--- src/rtl/melody_player.sv ---
// melody_player: steps through a fixed note ROM on beat edges and drives a square-wave tone
//   clk_5MHz  in   5 MHz system clock
//   rst       in   synchronous active-high reset
//   beat_clk  in   slow beat square wave, one step per rising edge
//   select    in   1 = play, 0 = pause
//   beep      out  square-wave tone, half-period from the current note
//   note_idx  out  current melody step
//   playing   out  1 while select=1 and the current step is not a rest
module melody_player #(
   parameter int LAST_STEP = 31
) (
   input  logic       clk_5MHz,
   input  logic       rst,
   input  logic       beat_clk,
   input  logic       select,
   output logic       beep,
   output logic [4:0] note_idx,
   output logic       playing
);
   localparam logic [3:0] NOTES [32] = '{
      4'd1, 4'd1, 4'd5, 4'd5, 4'd6, 4'd6, 4'd5, 4'd0,
      4'd4, 4'd4, 4'd3, 4'd3, 4'd2, 4'd2, 4'd1, 4'd0,
      4'd5, 4'd5, 4'd4, 4'd4, 4'd3, 4'd3, 4'd2, 4'd0,
      4'd5, 4'd5, 4'd4, 4'd4, 4'd3, 4'd3, 4'd2, 4'd0
   };
   function automatic logic [13:0] hp_of(input logic [3:0] c);
      case (c)
         4'd1:    hp_of = 14'd9556;
         4'd2:    hp_of = 14'd8513;
         4'd3:    hp_of = 14'd7584;
         4'd4:    hp_of = 14'd7159;
         4'd5:    hp_of = 14'd6378;
         4'd6:    hp_of = 14'd5682;
         4'd7:    hp_of = 14'd5062;
         4'd8:    hp_of = 14'd4778;
         4'd9:    hp_of = 14'd4257;
         4'd10:   hp_of = 14'd3792;
         4'd11:   hp_of = 14'd3580;
         4'd12:   hp_of = 14'd3189;
         4'd13:   hp_of = 14'd2841;
         4'd14:   hp_of = 14'd2531;
         default: hp_of = 14'd0;
      endcase
   endfunction
   function automatic logic is_rest(input logic [3:0] c);
      return (c == 4'd0) || (c == 4'd15);
   endfunction
   logic        r_beat_q;
   logic        r_beep;
   logic        r_playing;
   logic [4:0]  r_note_idx;
   logic [13:0] r_cnt;
   logic [3:0]  w_code;
   logic [13:0] w_hp;
   logic        w_adv;
   logic [4:0]  w_idx_nxt;
   assign w_code    = NOTES[r_note_idx];
   assign w_hp      = hp_of(w_code);
   assign w_adv     = beat_clk & ~r_beat_q & select;
   assign w_idx_nxt = !w_adv ? r_note_idx : (r_note_idx == 5'(LAST_STEP)) ? 5'd0 : r_note_idx + 5'd1;
   always_ff @(posedge clk_5MHz) begin
      if (rst) begin
         r_beat_q   <= 1'b0;
         r_beep     <= 1'b0;
         r_playing  <= 1'b0;
         r_note_idx <= 5'd0;
         r_cnt      <= 14'd0;
      end else begin
         r_beat_q   <= beat_clk;
         r_note_idx <= w_idx_nxt;
         // playing follows the step being entered so it lines up with note_idx
         r_playing  <= select & ~is_rest(NOTES[w_idx_nxt]);
         if (!select) begin
            r_cnt  <= 14'd0;
            r_beep <= 1'b0;
         end else if (w_adv) begin
            // restart the tone period on a new step; beep level carries over
            r_cnt  <= 14'd0;
         end else if (is_rest(w_code)) begin
            r_cnt  <= 14'd0;
            r_beep <= 1'b0;
         end else if (r_cnt == w_hp - 14'd1) begin
            r_cnt  <= 14'd0;
            r_beep <= ~r_beep;
         end else begin
            r_cnt  <= r_cnt + 14'd1;
         end
      end
   end
   assign beep     = r_beep;
   assign note_idx = r_note_idx;
   assign playing  = r_playing;
endmodule
--- config.mk ---
export PLATFORM = sky130hd
export DESIGN_NAME = melody_player
export DESIGN_NICKNAME = d
export VERILOG_FILES = /design/src/rtl/melody_player.sv
export SDC_FILE = /design/constraint.sdc
export NUM_CORES = 1
export LEC_CHECK = 0
export CORE_AREA = 2 2 77 97
export DETAILED_ROUTE_END_ITERATION = 8
export DIE_AREA = 0 0 79 99
export PLACE_DENSITY = 0.51
export SYNTH_ARGS = -nofsm -noshare
export SYNTH_HDL_FRONTEND = slang
export SYNTH_SLANG_ARGS = --single-unit
--- constraint.sdc ---
create_clock -name clk_5MHz -period 5.33 [get_ports clk_5MHz]
set_input_delay 0.7995 -clock clk_5MHz [delete_from_list [all_inputs] [get_ports clk_5MHz]]
set_output_delay 0.7995 -clock clk_5MHz [all_outputs]
set_load 0.01 [all_outputs]
# Word level (Yosys, flattened, before mapping)
# Memories as Yosys holds them, arrays and structs flattened.
# Index checks and enable logic that the tools add are counted.
[totals]
out_inout_bits = 7
register_bits = 22
word_cells = 43
n_memories = 3
rom_bits = 480
inputBits = 4
[mem_list]
columns = ["name", "words", "width", "read_ports", "rd_clocked_by_memory_dff", "write_ports", "line", "source"]
rows = [
  ["(name not given)", 16, 14, 1, 0, 0, "27", "case (c)"],
  ["(name not given)", 32, 4, 1, 0, 0, "72", "r_playing <= select & ~is_rest(NOTES[w_idx_nxt]);"],
  ["(name not given)", 32, 4, 1, 0, 0, "57", "assign w_code = NOTES[r_note_idx];"],
]
[classes]
n_eq_ne = 4
n_reduce_logical = 8
order_cmp = 2
n_bitwise = 10
n_mux = 8
addsub = 3
[op_table]
columns = ["op", "n"]
rows = [
  ["$mux 4", 4],
  ["$add 14x1->14 const B", 1],
  ["$eq 14x14->1", 1],
  ["$sub 14x1->14 const B", 1],
  ["$ge 6x6->1 const B", 2],
  ["$not 5->6", 2],
  ["$mux 5", 2],
  ["$eq 4x4->1 const B", 2],
  ["$logic_not 4->1", 2],
  ["$add 5x1->5 const B", 1],
  ["$eq 5x5->1 const B", 1],
  ["$not 1->1", 5],
  ["$reduce_or 5->1", 1],
  ["$and 1x1->1", 3],
  ["$logic_or 1x1->1", 2],
  ["$mux 1", 2],
  ["$reduce_and 2->1", 1],
  ["$reduce_bool 2->1", 1],
  ["$reduce_or 2->1", 1],
]

# Logic depth before layout (Yosys ltp)
[depth]
depth_word = 12
mapped_depth = 16
depth_no_buf = 14

# Worst setup path after synthesis
# Ideal clock, no wire load.
[synth_path]
kind = "register to register"
startpoint = "register r_note_idx[2] (netlist: note_idx[2])"
endpoint = "register r_cnt[11]"
slack_ns = 1.245
setup_time_ns = 0.132
period_less_slack_ns = 4.085
stages_incl_launch_ff = 16
required_ns = 5.198
path_buffers = 2
t_arrival_ns = 3.953
path_cell_list = "dfxtp_1 inv_1 ha_1 mux2_2 mux2_2 ha_1 buf_4 or4b_4 nor3b_4 nand2_1 and4_4 or3_1 nand4bb_4 o41ai_4 buf_6 nor3_1"
[synth_via]
elab_chain_len = 8
word_cells_on_any_way = 11
classes_between = "add/sub (1); eq/ne (2); mux (2); bitwise (1); reduce/logical (3); memory (2)"
[synth_lines]
columns = ["item", "line", "source"]
rows = [
  ["start: declaration", "51", "logic [4:0] r_note_idx;"],
  ["start signal: assignment", "70", "r_note_idx <= w_idx_nxt;"],
  ["$not 5->6 (not written as such) (*)", "57", ""],
  ["$mem_v2 32x4 (*)", "--", ""],
  ["$mux 4 (not written as such) (*) (2 in series)", "57", ""],
  ["$mem_v2 16x14", "--", ""],
  ["$sub 14x1->14", "82", "end else if (r_cnt == w_hp - 14'd1) begin"],
  ["$eq 14x14->1", "82", ""],
  ["$reduce_or 5->1 (no source line) (*)", "--", ""],
  ["end signal: assignment", "86", "r_cnt <= r_cnt + 14'd1;"],
  ["end: declaration", "52", "logic [13:0] r_cnt;"],
]
# Every way passes the cells marked *; elsewhere a longest branch is shown, timed or not. The select of a mux whose other input is x is not followed.
# A chain may end at the register's enable or synchronous reset.

# Worst setup path after layout
[layout_path]
startpoint = "register r_note_idx[2] (netlist: note_idx[2])"
endpoint = "register r_cnt[3]"
# The elaborated chain is that of the path after synthesis.

==> metrics.md <==
| Metric | Value |
|---|---|
| Pre-CTS setup slack | `0.798 ns` |
| Reg area | `440 um2` |
| DR vias/cell | `5.33` |
| Run status | `completed` |
| Syn_nets | `259` |
| Leak | `0.840 nW` |
| H-tree levels | `1` |
| Worst r2r path cells | `14` |
| Most common cell after layout, fill and taps aside | `dfxtp_1` |
| Total power draw | `0.000302 W` |
| Measured slew at the worst slew-check pin | `0.611 ns` |
| Critical path depth | `14` |
| Commonest cells after routing, fill and taps aside | `22 x dfxtp_1, 19 x nor2_1, 18 x nor3_1, 18 x ha_1, 15 x nand3_1` |
| Max FO, Critical Path | `12` |
| Core Rows | `34` |
| Synth async-reset ratio | `0%` |
| I/O pin total | `11` |
| Seq/Total Area, Yosys | `22.7%` |
| Peak supply drop | `78.0 uV` |
| PortBufs | `10` |
| Critical Path Sink Type | `register` |
| Antenna violations before repair | `0` |
| Worst stage delay on the critical path | `0.60 ns` |
| Synthesized flop and latch total | `22` |
| Crit path time final | `4.56 ns` |
| Crit-path leading delay family | `simple AND/OR/NAND/NOR gates` |
| GPL Wtd Cong | `0.833` |
| Clock Pin Slew Worst Setup and Hold Paths | `0.08 ns` |
| Count of cell types in the netlist | `52` |
| CTS Buf Count | `3` |
| Number of synthesized flops with an enable pin | `0` |
| Fillers | `753` |
| DP HPWL | `3710 um` |
| Vias in the first global route | `1695` |
| First-pass detailed-route iteration total | `4` |
| Post-CTS sizing | `0` |
| Critical path's slowest cell | `o41ai_4` |
| Ys Warns | `0` |
| Routed wire length | `4830 um` |
| Setup violations, final | `0` |
| Initial Utilization | `28.1%` |
| Critical setup path kind | `register to register` |
| Via count of the routed design | `1785` |
| Skew final | `0.00591 ns` |
| Post-route ant nets | `0` |
| WHS | `0.503 ns` |
| Clock sink total | `22` |
| CTS Hold Bufs | `0` |
| WP data required | `5.47 ns` |
| Final Cycle Share | `85.6%` |
| Crit start category | `register` |
| Crit-path cells | `inv_1 > ha_1 > mux2_2 > mux2_2 > ha_1 > or4b_4 > nor3b_4 > nor2_1 > a32o_1 > nor4_1 > nand4_1 > o41ai_4 > buf_4 > nor3_1` |
| # DRC | `0` |
| Crit path buf inv count | `2` |
| Per-cell routed wire length | `14.4 um` |
| Post-CTS Setup Bufs | `0` |
| Slew HR | `59.1%` |
| Syn Inst Count | `237` |
| Share of cells above drive strength 1 | `7.76%` |
| Multi-input combinational cell area | `1410 um2` |
| Skew-Pair Late Insertion Delay | `0.27 ns` |
| TNS Setup | `0 ns` |
| CTS tree | `built` |
| DIE HEIGHT | `99 um` |
| Core area | `6890 um2` |
| CTS Buffer Depth | `2` |
| Fin. Hold Viols | `0` |
| Die Width | `79 um` |
| Overall Global Routing Usage | `12.9%` |
| F_max | `0.219 GHz` |
| Ys flop type | `dfxtp_1` |
| Post-synthesis average cell area | `8.18 um2` |
| Max_cap viols | `0` |
| Final net count | `269` |
| Die ar. | `7820 um2` |
| Global-route wire length before repair | `8160 um` |
| HP Class | `register to register` |
| Post-Syn Area | `1940 um2` |
| Largest net degree at the start of global routing | `15` |
| Antenna cell count | `0` |
| Clock Tree Root | `clkbuf_8` |
| DR iter-0 viols | `65` |
| Arrival time worst endpoint | `4.70 ns` |
| Hold depth | `2` |
| Worst Slack Setup Final | `0.767 ns` |
| RSZ-0062 raised after global routing | `false` |
| Max Slew Vio Count | `0` |
| PwrDens | `139 nW/um2` |
| Area grow syn2layout | `12.1%` |
| GRT overflow | `0` |
[synth_stat cells (all sizes together), types with 6 or more instances]
library cell | n | area (um2)
xor2 | 10 | 87.6
nor2 | 19 | 71.3
nand3 | 15 | 75.1
a21oi | 9 | 48.8
nor3 | 18 | 90.1
xnor2 | 11 | 96.3
ha | 18 | 225
nand2 | 11 | 41.3
nor2b | 6 | 37.5
o21ai | 11 | 55.1
and3 | 7 | 43.8
inv | 13 | 48.8
dfxtp | 22 | 440
clkbuf | 6 | 22.5
[tightest hold or removal path, stage by stage (launching register included)]
cell and delay (ns):
dfxtp_1 0.34, nand2_1 0.06, a31oi_1 0.06
[final cells by class]
cell class	instances	area share, %
tap	90	5.18
clock buffer	3	1.90
multi-input combinational	194	64.8
timing repair buffer	13	5.64
sequential	22	20.3
inverter	13	2.25
[kinds of logic (layout without fill, tap and decap cells)]
kind of cell	count (synthesis)	after routing	synth area share [%]
muxes	5	5	2.71
AOI/OAI and AO/OA	52	52	20.1
and+or+nand+nor	98	98	28.7
DFF	22	22	22.7
buffers and inverters	21	29	4.65
xor gates and xnor gates	21	21	9.49
adders and majority gates	18	18	11.6
[per-stage QoR]
step / std cells / cell area, um2 / util, %
floorplan: 237 / 1940 / -
global placement: 332 / 2130 / 30.9
detailed placement: 332 / 2130 / 30.9
CTS: 335 / 2170 / 31.5
global route: 335 / 2170 / 31.5
finish: 335 / 2170 / 31.5
[worst paths after layout]
path                                        startpoint                   to  slack (ns)
worst min register to register       beep$_SDFFE_PP0P_    beep$_SDFFE_PP0P_        0.50
worst max register to register  note_idx[2]$_SDFF_PP0_  r_cnt[3]$_SDFF_PP0_        0.77
worst max-delay path            note_idx[2]$_SDFF_PP0_  r_cnt[3]$_SDFF_PP0_        0.77
worst min-delay path                 beep$_SDFFE_PP0P_    beep$_SDFFE_PP0P_        0.50
[per-layer routing]
metal,track usage [%],routed length (um),vias up
li1,-,-,884
met1,15.9,2190,837
met2,21.7,2270,45
met3,1.37,129,19
met4,7.29,232,0
met5,0,0,-
[sequential cells by signal (all words and copies together) (netlist names)]
| signal | count |
|---|---|
| r_cnt | 14 |
| r_beat_q | 1 |
| note_idx | 5 |
| playing | 1 |
| beep | 1 |
[report_power, final]
part,switching [W],internal [W]
Clock,0.0000552,0.0000506
Combinational,0.0000155,0.0000123
Sequential,0.00000213,0.000166
Total,0.0000729,0.000229
Note: power is estimated with default switching activity, not from simulation.
